==> src/rtl/muldiv_seq.sv <==
// Iterative multiply/divide unit owning HI/LO: radix-2 shift-add multiply and
// restoring divide over WIDTH cycles, followed by one sign-fixup/commit cycle.
module muldiv_seq #(
  parameter int WIDTH = 32
) (
  input  logic             clk,
  input  logic             reset,
  input  logic             valid,
  input  logic             is_mult,
  input  logic             is_multu,
  input  logic             is_div,
  input  logic             is_divu,
  input  logic             hi_wen,
  input  logic             lo_wen,
  input  logic             is_result_hi,
  input  logic             is_result_lo,
  input  logic [WIDTH-1:0] rs_data,
  input  logic [WIDTH-1:0] rt_data,
  input  logic             cancel,
  output logic [WIDTH-1:0] hi,
  output logic [WIDTH-1:0] lo,
  output logic             busy,
  output logic             stall
);
  localparam int CW = $clog2(WIDTH + 1);

  typedef enum logic [1:0] {IDLE, CALC, SIGN} state_t;

  state_t           state_reg, state_next;
  logic [CW-1:0]    count_reg;
  logic [WIDTH-1:0] hi_reg, lo_reg;
  logic [WIDTH-1:0] acc_hi_reg, acc_lo_reg;
  logic [WIDTH-1:0] a_mag_reg, b_mag_reg, a_raw_reg;
  logic             div_op_reg, neg_q_reg, neg_r_reg, b_zero_reg;

  logic             start, accept, signed_op, a_neg, b_neg, div_req, div_ge;
  logic [WIDTH-1:0] a_mag_in, b_mag_in, q_fix, r_fix;
  logic [WIDTH:0]   mul_sum, div_shift, div_diff;
  logic [2*WIDTH-1:0] prod_fix;

  assign start     = valid & (is_mult | is_multu | is_div | is_divu);
  assign busy      = (state_reg != IDLE);
  assign stall     = busy & valid & (start | hi_wen | lo_wen | is_result_hi | is_result_lo);
  assign accept    = (state_reg == IDLE) & start & ~cancel;
  assign signed_op = is_mult | is_div;
  assign div_req   = is_div | is_divu;
  assign a_neg     = signed_op & rs_data[WIDTH-1];
  assign b_neg     = signed_op & rt_data[WIDTH-1];
  assign a_mag_in  = a_neg ? -rs_data : rs_data;
  assign b_mag_in  = b_neg ? -rt_data : rt_data;

  // Multiply: {acc_hi, acc_lo} holds partial product over the shifting multiplier.
  assign mul_sum   = {1'b0, acc_hi_reg} + (acc_lo_reg[0] ? {1'b0, a_mag_reg} : '0);
  // Divide: acc_hi is the partial remainder, acc_lo shifts dividend out and quotient in.
  assign div_shift = {acc_hi_reg, acc_lo_reg[WIDTH-1]};
  assign div_diff  = div_shift - {1'b0, b_mag_reg};
  assign div_ge    = (div_shift >= {1'b0, b_mag_reg});

  assign prod_fix  = neg_q_reg ? -{acc_hi_reg, acc_lo_reg} : {acc_hi_reg, acc_lo_reg};
  assign q_fix     = neg_q_reg ? -acc_lo_reg : acc_lo_reg;
  assign r_fix     = neg_r_reg ? -acc_hi_reg : acc_hi_reg;

  assign hi = hi_reg;
  assign lo = lo_reg;

  always_comb begin
    state_next = state_reg;
    case (state_reg)
      IDLE: if (accept) state_next = CALC;
      CALC: begin
        if (cancel)                              state_next = IDLE;
        else if (count_reg == CW'(WIDTH - 1))    state_next = SIGN;
      end
      SIGN:    state_next = IDLE;
      default: state_next = IDLE;
    endcase
  end

  always_ff @(posedge clk or posedge reset) begin
    if (reset) state_reg <= IDLE;
    else       state_reg <= state_next;
  end

  always_ff @(posedge clk or posedge reset) begin
    if (reset) begin
      count_reg  <= '0;
      hi_reg     <= '0;
      lo_reg     <= '0;
      acc_hi_reg <= '0;
      acc_lo_reg <= '0;
      a_mag_reg  <= '0;
      b_mag_reg  <= '0;
      a_raw_reg  <= '0;
      div_op_reg <= 1'b0;
      neg_q_reg  <= 1'b0;
      neg_r_reg  <= 1'b0;
      b_zero_reg <= 1'b0;
    end else begin
      case (state_reg)
        IDLE: begin
          if (accept) begin
            a_mag_reg  <= a_mag_in;
            b_mag_reg  <= b_mag_in;
            a_raw_reg  <= rs_data;
            div_op_reg <= div_req;
            neg_q_reg  <= a_neg ^ b_neg;
            neg_r_reg  <= a_neg;
            b_zero_reg <= (rt_data == '0);
            count_reg  <= '0;
            acc_hi_reg <= '0;
            acc_lo_reg <= div_req ? a_mag_in : b_mag_in;
          end
          if (valid & hi_wen & ~cancel) hi_reg <= rs_data;
          if (valid & lo_wen & ~cancel) lo_reg <= rs_data;
        end
        CALC: begin
          if (cancel) begin
            count_reg <= '0;
          end else begin
            count_reg <= count_reg + 1'b1;
            if (div_op_reg) begin
              acc_hi_reg <= div_ge ? div_diff[WIDTH-1:0] : div_shift[WIDTH-1:0];
              acc_lo_reg <= {acc_lo_reg[WIDTH-2:0], div_ge};
            end else begin
              acc_hi_reg <= mul_sum[WIDTH:1];
              acc_lo_reg <= {mul_sum[0], acc_lo_reg[WIDTH-1:1]};
            end
          end
        end
        SIGN: begin
          count_reg <= '0;
          if (!cancel) begin
            if (!div_op_reg) begin
              hi_reg <= prod_fix[2*WIDTH-1:WIDTH];
              lo_reg <= prod_fix[WIDTH-1:0];
            end else if (b_zero_reg) begin
              // Divide by zero reports the raw dividend, untouched by sign fixup.
              hi_reg <= a_raw_reg;
              lo_reg <= '1;
            end else begin
              hi_reg <= r_fix;
              lo_reg <= q_fix;
            end
          end
        end
        default: count_reg <= '0;
      endcase
    end
  end
endmodule

==> config.mk <==
export PLATFORM = sky130hd
export DESIGN_NAME = muldiv_seq
export DESIGN_NICKNAME = d
export VERILOG_FILES = /design/src/rtl/muldiv_seq.sv
export SDC_FILE = /design/constraint.sdc
export NUM_CORES = 1
export LEC_CHECK = 0
export ABC_CLOCK_PERIOD_IN_PS = 18900
export CORE_UTILIZATION = 50
export CTS_CLUSTER_DIAMETER = 50
export DETAILED_ROUTE_END_ITERATION = 10
export GPL_TIMING_DRIVEN = 0
export PLACE_DENSITY = 0.76
export SYNTH_ARGS = -nofsm -noshare
export SYNTH_HDL_FRONTEND = slang
export SYNTH_SLANG_ARGS = --single-unit
==> constraint.sdc <==
create_clock -name clk -period 18.9 [get_ports clk]
set_input_delay 3.78 -clock clk [delete_from_list [all_inputs] [get_ports clk]]
set_output_delay 3.78 -clock clk [all_outputs]
set_load 0.01 [all_outputs]
=== Yosys cells after proc, flatten, opt, wreduce, memory -nomap -nowiden ===
Cells that the tools add are included.

* Register bits after elaboration: 236
* Bits of input ports: 76

* $add $sub $neg: 8
* Magnitude comparators: 1
* Eq/ne operators: 9
* Muxes and demuxes: 33
* Bitwise operators: 22
* Reduce and logical (&&, ||, !) cells: 10

{| class="wikitable"
|+ Operators with widths
! kind !! count
|-
| $mux 32 || 21
|-
| $pmux 32 s2 || 4
|-
| $neg 32->32 || 4
|-
| $mux 64 || 1
|-
| $neg 64->64 || 1
|-
| $add 32x32->33 || 1
|-
| $ge 33x32->1 || 1
|-
| $logic_not 32->1 || 1
|-
| $sub 32x32->32 || 1
|-
| $mux 6 || 2
|-
| $pmux 6 s2 || 1
|-
| $and 1x1->1 || 11
|-
| $or 1x1->1 || 9
|-
| $reduce_and 3->1 || 3
|-
| $add 6x1->6 const B || 1
|-
| $eq 6x5->1 const B || 1
|-
| $mux 2 || 3
|-
| $ne 2x2->1 const B || 3
|-
| $reduce_bool 2->1 || 3
|-
| $ne 2x1->1 const B || 2
|-
| $pmux 2 s2 || 1
|-
| $reduce_and 2->1 || 2
|-
| $ne 3x3->1 const B || 1
|-
| $eq 2x1->1 const B || 1
|-
| other kinds (4) || 4
|}

=== Longest topological paths before layout ===
Gate-level depths: netlist of run 1.

* Word-level depth: 9
* Gate-level depth with buffers: 15
* Gate-level depth less buffers: 14

=== Worst setup path after synthesis of run 1 ===
OpenSTA, ideal clock, no wires.

* Path type: input to output
* Start: in is_div
* End: out stall
* Arrival time: 4520 ps
* Data required time: 15120 ps
* Slack: 10600 ps
* Stages on the path: 4
* Path buffers: 1
* Cells stage by stage: or2_2 clkbuf_1 nor3_1 a21oi_1

* Cells in the longest elaborated chain, start to end: 8

{| class="wikitable"
|+ Ends and longest elaborated chain
! what !! line !! text
|-
| start: declaration || 11 || <nowiki>input logic is_div,</nowiki>
|-
| $or 1x1->1 (2 in series) || 41 || <nowiki>assign start = valid & (is_mult | is_multu | is_div | is_divu);</nowiki>
|-
| $and 1x1->1 || 41 ||
|-
| $or 1x1->1 (4 in series) || 43 || <nowiki>assign stall = busy & valid & (start | hi_wen | lo_wen | is_result_hi | is_result_lo);</nowiki>
|-
| $and 1x1->1 || 43 ||
|-
| end: declaration || 23 || <nowiki>output logic stall</nowiki>
|}

No other way between the ends.

=== Worst setup path in the final report of run 1 ===
Ends and elaborated chain as after synthesis.

==> results of run 1 <==
-- logic make-up (layout without fill, tap and decap cells) --
group	after synthesis	in the layout	synth area share, %
DFF	235	235	32.5
buffers and inverters	227	422	4.84
xor gates and xnor gates	169	169	8.19
AOI/OAI and AO/OA	726	726	24.8
adders and majority gates	71	71	5.00
and+or+nand+nor	816	816	20.8
muxes	69	69	3.85
-- tightest hold or removal path: cells and delay by family (launching register included) --
| family | cells | cell delay, ns |
|---|---|---|
| DFF | 1 | 0.34 |
| and+or+nand+nor | 2 | 0.10 |
-- metrics by stage --
stage	hold WS (ns)	instance area [um^2]	instances	setup slack [ns]	utilization, %
6_report	0.481	21200	2969	9.02	59.7
5_1_grt	0.497	21200	2969	9.00	59.7
4_1_cts	0.477	21200	2969	9.15	59.7
3_5_place_dp	0.464	20000	2909	9.16	56.3
3_3_place_gp	0.455	20000	2908	5.65	56.2
2_1_floorplan	0.438	18100	2313	8.67	-
-- cells in the mapped netlist, drive strengths merged, types with 6 or more instances --
cell | count | share of area, %
or4 | 14 | 0.60
dfrtp | 235 | 33
o31ai | 36 | 1.5
a211oi | 19 | 0.79
inv | 61 | 1.3
nand2 | 397 | 8.3
o211ai | 23 | 0.96
a22oi | 8 | 0.33
a31oi | 40 | 1.4
nand4 | 9 | 0.35
or2 | 8 | 0.28
a22o | 10 | 0.48
o21ai | 249 | 6.9
o21bai | 9 | 0.37
nor4 | 15 | 0.72
and3 | 15 | 0.52
o221ai | 9 | 0.44
and2 | 41 | 1.4
o21a | 9 | 0.37
nor3 | 46 | 1.5
clkbuf | 141 | 2.9
a221o | 6 | 0.33
nor2 | 167 | 3.5
nand2b | 15 | 0.52
xor2 | 64 | 3.1
nand3 | 35 | 0.97
or3 | 18 | 0.68
ha | 69 | 4.8
a21o | 33 | 1.4
nor2b | 19 | 0.66
mux2i | 65 | 3.6
a21oi | 162 | 4.5
xnor2 | 105 | 5.1
buf | 22 | 0.58
o22ai | 42 | 1.5
o41ai | 11 | 0.57
-- layer usage --
metal  GRT usage [%]  vias to the layer above
li1                -                     8577
met1            55.7                     9280
met2            61.6                     1281
met3            9.56                      338
met4            23.8                        0
met5               0                        -
-- how the worst max path moves through the flow --
stage / from / end / slack (ns) / cells past startpoint
2_1_floorplan: reset / a_mag_reg[0] / 8.67 / 1
3_3_place_gp: reset / b_mag_reg[7] / 5.65 / 2
3_5_place_dp: is_div / stall / 9.16 / 6
4_1_cts: is_div / stall / 9.15 / 6
5_1_grt: is_div / stall / 9.00 / 6
6_report: is_div / stall / 9.02 / 6
-- where the power goes --
| group | leakage, uW | switching (uW) | internal [uW] |
|---|---|---|---|
| logic | 0.00560 | 1050 | 675 |
| registers | 0.00292 | 173 | 633 |
| clock network | 0.000573 | 267 | 420 |
| total | 0.00909 | 1490 | 1730 |
-- cells in the final DEF, fill, tap and decap left out, types with 16 or more instances in the layout --
cell type,n
nand2_1,396
o21ai_0,238
dfrtp_1,235
nor2_1,167
a21oi_1,162
clkbuf_1,142
clkdlybuf4s50_1,134
xnor2_1,105
ha_1,69
mux2i_1,65
xor2_1,64
inv_1,60
o22ai_1,42
and2_1,41
nor3_1,40
a31oi_1,40
o31ai_1,35
nand3_1,35
clkbuf_16,35
a21o_1,33
o211ai_1,23
nor2b_1,19
a211oi_1,19
or3_1,16
-- cell type report --
| type | count | share of cell area [%] |
|---|---|---|
| multi-input combinational | 1851 | 53.4 |
| sequential | 235 | 27.7 |
| timing repair buffer | 135 | 6.45 |
| clock buffer | 38 | 4.27 |
| buffer | 163 | 2.99 |
| tap | 461 | 2.72 |
| clock inverter | 22 | 1.34 |
| inverter | 64 | 1.17 |
==> summary.txt, run 1 <==
Yosys
  • Post-synthesis sequential area ratio: 32.5%
  • Number of enable flip-flop cells after synthesis: 0
  • Yosys Warn Count: 0
  • Mapped Avg Cell Area: roughly 7.8 um^2
  • Synth unique cells: 82
  • Async SR Flop Fraction: 100%
  • Synth Register Bits: 235
  • Cell area after synthesis: 18100 um^2
  • Post-synth net total: approximately 2500
  • Mapped Cells: 2313
  • Primary FF master, synth: dfrtp_1

Global route
  • Global route total overflow: 0
  • GRT Total Usage: between 40% and 50%
  • Vias in the first global route: 18100
  • Largest net degree at the start of global routing: 127
  • First-pass GRT wire length: 112 mm
  • Initial antenna violation count: 2

Floorplanning
  • Die area: about 37000 um^2
  • Die width: 192 um
  • Die Ht: around 190 um
  • Core box area: 35600 um^2
  • IO Count: 142
  • Row cnt: 69
  • Initial Util: about half

Critical path
  • Kind of critical path: in2out
  • Slowest stage cell, crit path: clkdlybuf4s50_1
  • Largest delay share family, worst path: buffers and inverters
  • Worst R2R End: acc_hi_reg[28]
  • Req. time, crit path: 15.12 ns
  • CP arrival: 6.10 ns
  • Worst Path Buf+Inv: 3
  • Slowest cell delay on critical path: 0.58 ns
  • CP max FO: 7
  • CP endpoint kind: output pin
  • Crit-path cells: clkdlybuf4s50_1 > or2_2 > clkbuf_1 > nor3_1 > a21oi_1 > clkdlybuf4s50_1
  • Reg2reg path depth: 14
  • Worst Setup Start Kind: input pin
  • Crit path top cell by count: clkdlybuf4s50_1
  • Worst r2r src: acc_lo_reg[0]
  • R2R Setup Slk: between 10 and 15 ns

Layout
  • Nets@finish: 2631
  • Share of layout cells above drive strength 1: 4.35%
  • FF/Latch Area: 5880 um^2
  • Antenna diodes: 0
  • Area of the multi-input gates: 11300 um^2
  • Area grow syn2layout: 17.5%
  • # fillers: 3312

Power and ir drop
  • Peak VDD IR: 0.000138 V
  • Total power: 3220 uW
  • Leakage: 0.00909 uW
  • P per Cell Area: 152 nW/um^2

Route
  • Routed wire length: 77.1 mm
  • Via count of the routed design: 19500
  • Length of routed met3 wiring: around 8.7 mm
  • Post-DRT Antenna Nets: 0
  • Avg WL per Cell: ~26 um
  • Router iterations before antenna repair: 8
  • Met2 WL: 32.8 mm
  • Starting DRC count in detailed routing: 2378
  • DR top layer: met4
  • Vias per cell: between 6 and 7
  • M1 wire length: 30.5 mm
  • Number of remaining DRC errors: 0

STA
  • Fmax: 101 MHz
  • Slew at the pin closest to its max-slew limit: 1.24 ns
  • RSZ-0062 raised after global routing: false
  • Final critical-path required period: 9.88 ns
  • Pins Over Slew Limit: 0
  • Relative slew slack: between 15 and 20%
  • Setup TNS: 0 ns
  • Tcrit/Tclk final: 52.3%
  • Skew final: 0.0264 ns
  • Final setup viols: 0
  • Fin. Hold Viols: 0

Min path
  • Hold path start: a_mag_reg[28]
  • Hold path depth: 2
  • Hold Path End: a_mag_reg[28]
  • Min-delay worst type: reg2reg

Clocking
  • Clock tree buffer depth: 3
  • Hold buffers post-CTS: 0
  • Post-CTS sizing: 0
  • Root Buffer: clkbuf_16
  • TritonCTS Buffers: 34
  • H-tree depth: 2
  • Worst-path clk slew: around 0.050 ns
  • Clk_lat worst skew: 0.56 ns
  • Setup Buffers After CTS: 0
  • CTS sink count: 235
  • Clock tree from TritonCTS: done

Placed design
  • Hpwl dp: a little under 60 mm
  • I/O Buffers: 134
  • Final RePlAce weighted congestion: 1.03

Job
  • Max_cap viols: 0

Run status
  • Outcome: finished, final reports clean
No activity file was read; power rests on OpenSTA's default activity.
==> run 2: changes to the inputs <==
Settings changed: ABC_CLOCK_PERIOD_IN_PS 18900 to 9400.
Clock period 18.9 ns to 9.4 ns, I/O delays scaled along.
==> results of run 2 <==
The final DEF is identical to that of run 1. Status: finished, final reports clean.
Among the figures that moved: setup slack after placement 9.16 ns -> 2.98 ns; clock-pin slew on the worst setup and hold paths 0.05 ns -> 0.06 ns; setup slack after layout 9.02 ns -> 3.28 ns; end point of the critical path stall -> a_raw_reg[1]; register-to-register setup slack 14.62 ns -> 5.12 ns; total power 3220 uW -> 6470 uW; worst IR drop on VDD 0.000138 V -> 0.000278 V
==> run 3: changes to the inputs <==
Settings changed: ABC_CLOCK_PERIOD_IN_PS 9400 to 6300.
Clock period 9.4 ns to 6.3 ns, I/O delays scaled along.
==> summary.txt, run 3 (same netlist as run 1, synthesis figures left out) <==
Run status
  • Outcome: finished, final reports clean

STA
  • Slew at the pin closest to its max-slew limit: between 1 and 1.5 ns
  • Setup TNS: 0 ns
  • Tcrit/Tclk final: 87.1%
  • Hold_ws: 0.477 ns
  • Skew final: 0.0279 ns
  • Pins Over Slew Limit: 0
  • Fin. Hold Viols: 0
  • Final critical-path required period: approximately 5.5 ns
  • Relative slew slack: around 14%
  • RSZ-0062 raised after global routing: false
  • Final setup viols: 0
  • Fmax: 182 MHz

Route
  • Number of remaining DRC errors: 0
  • Vias per cell: 6.54
  • Router iterations before antenna repair: 5
  • Starting DRC count in detailed routing: between 2000 and 2500
  • Post-DRT Antenna Nets: 0
  • Avg WL per Cell: ~26 um
  • Via count of the routed design: between 15000 and 20000
  • Routed wire length: approximately 78 mm

Placed design
  • Hpwl dp: a little over 60 mm
  • Placed Instances: 2915
  • Final RePlAce weighted congestion: 1.06
  • Cell Area, Placed: 20100 um^2
  • I/O Buffers: 134

Floorplanning
  • Core box area: 35600 um^2
  • Initial Util: between 50% and 60%
  • Die Ht: 192 um
  • Die area: 36900 um^2
  • Row cnt: 69
  • Die width: 192 um
  • IO Count: roughly 140

Critical path
  • Crit path top cell by count: clkbuf_1
  • CP max FO: 10
  • Req. time, crit path: 6.77 ns
  • Crit-path cells: clkdlybuf4s50_1 > or2_2 > clkbuf_1 > nor3_1 > nand2b_1 > or3_1 > clkbuf_1 > clkbuf_1 > clkbuf_1 > buf_1 > nand2_1 > o21ai_0
  • CP arrival: 5.96 ns
  • Slowest cell delay on critical path: slightly below 0.8 ns
  • Kind of critical path: in2reg
  • Worst Setup Start Kind: input pin
  • Slowest stage cell, crit path: clkbuf_1
  • CP endpoint kind: flip-flop

Clocking
  • TritonCTS Buffers: 35
  • Clock tree buffer depth: 3
  • CTS sink count: between 200 and 250
  • Root Buffer: clkbuf_16
  • H-tree depth: 2
  • Clk_lat worst skew: 0.57 ns
  • Worst-path clk slew: 0.06 ns
  • Post-CTS sizing: 0
  • Hold buffers post-CTS: 0
  • Clock tree from TritonCTS: done
  • Setup Buffers After CTS: 0

Power and ir drop
  • Total power: 9570 uW
  • Peak VDD IR: 0.000351 V
  • Leakage: about 0.0091 uW
  • P per Cell Area: 450 nW/um^2

Layout
  • Share of layout cells above drive strength 1: 4.54%
  • Fin area: 21300 um^2
  • # fillers: approximately 3300
  • Area of the multi-input gates: 11300 um^2
  • Nets@finish: 2638
  • Commonest non-fill, non-tap cells in the layout: nand2_1 (396), o21ai_0 (238), dfrtp_1 (235), nor2_1 (167), a21oi_1 (162)
  • Non-filler cells, final: 2976
  • FF/Latch Area: slightly below 6000 um^2
  • Area grow syn2layout: 17.7%
  • Leading cell type in the layout, fill and taps excluded: nand2_1

Global route
  • Vias in the first global route: approximately 18000
  • GRT Total Usage: between 40% and 50%
  • First-pass GRT wire length: 114 mm
  • Global route total overflow: 0
  • Initial antenna violation count: 0
  • Largest net degree at the start of global routing: between 40 and 50

Min path
  • Min-delay worst type: reg2reg

Job
  • Max_cap viols: 0
==> run 3: power breakdown <==
group,internal (uW),switching [uW]
logic,2030,3150
registers,1900,501
clock network,1190,794
total,5130,4440
==> run 3: worst paths after layout <==
kind / from / end / slack [ns] / cells past startpoint
min in group asynchronous: reset / hi[28] / 1.24 / 2
setup / recovery: is_div / b_mag_reg[0] / 0.81 / 12
setup reg to reg: acc_lo_reg[0] / acc_hi_reg[30] / 1.67 / 15
hold reg to reg: a_mag_reg[10] / a_mag_reg[10] / 0.48 / 2
max in group asynchronous: reset / count_reg[2] / 3.74 / 5
hold / removal: a_mag_reg[10] / a_mag_reg[10] / 0.48 / 2
==> run 3: critical path: cells and delay by family <==
kind,cells,cell delay (ns)
AOI/OAI and AO/OA,1,0.10
buffers and inverters,6,3.15
and+or+nand+nor,5,1.43
==> run 3: area by class of cell <==
cell class | instances | share of cell area [%]
Tap cell | 461 | 2.71
Timing Repair Buffer | 141 | 6.86
Clock inverter | 16 | 0.823
Antenna cell | 2 | 0.0235
Inverter | 64 | 1.15
Buffer | 163 | 2.98
Multi-Input combinational cell | 1851 | 53.2
Sequential cell | 235 | 27.6
Clock buffer | 43 | 4.59
==> run 3: routing by layer <==
layer,vias to the layer above,part of all wire [%],GRT usage (%)
li1,8584,-,-
met1,9380,39,55.3
met2,1209,42,62.7
met3,277,12,11.2
met4,0,6.3,25.2
met5,-,0,0
==> run 3: through the flow <==
stage | setup slack (ns) | util, %
final | 0.811 | 59.8
after global routing | 0.715 | 59.8
after CTS | 1.09 | 59.8
after detailed placement | 0.547 | 56.6
after global placement | 0.132 | 56.2
after floorplan | 1.96 | -
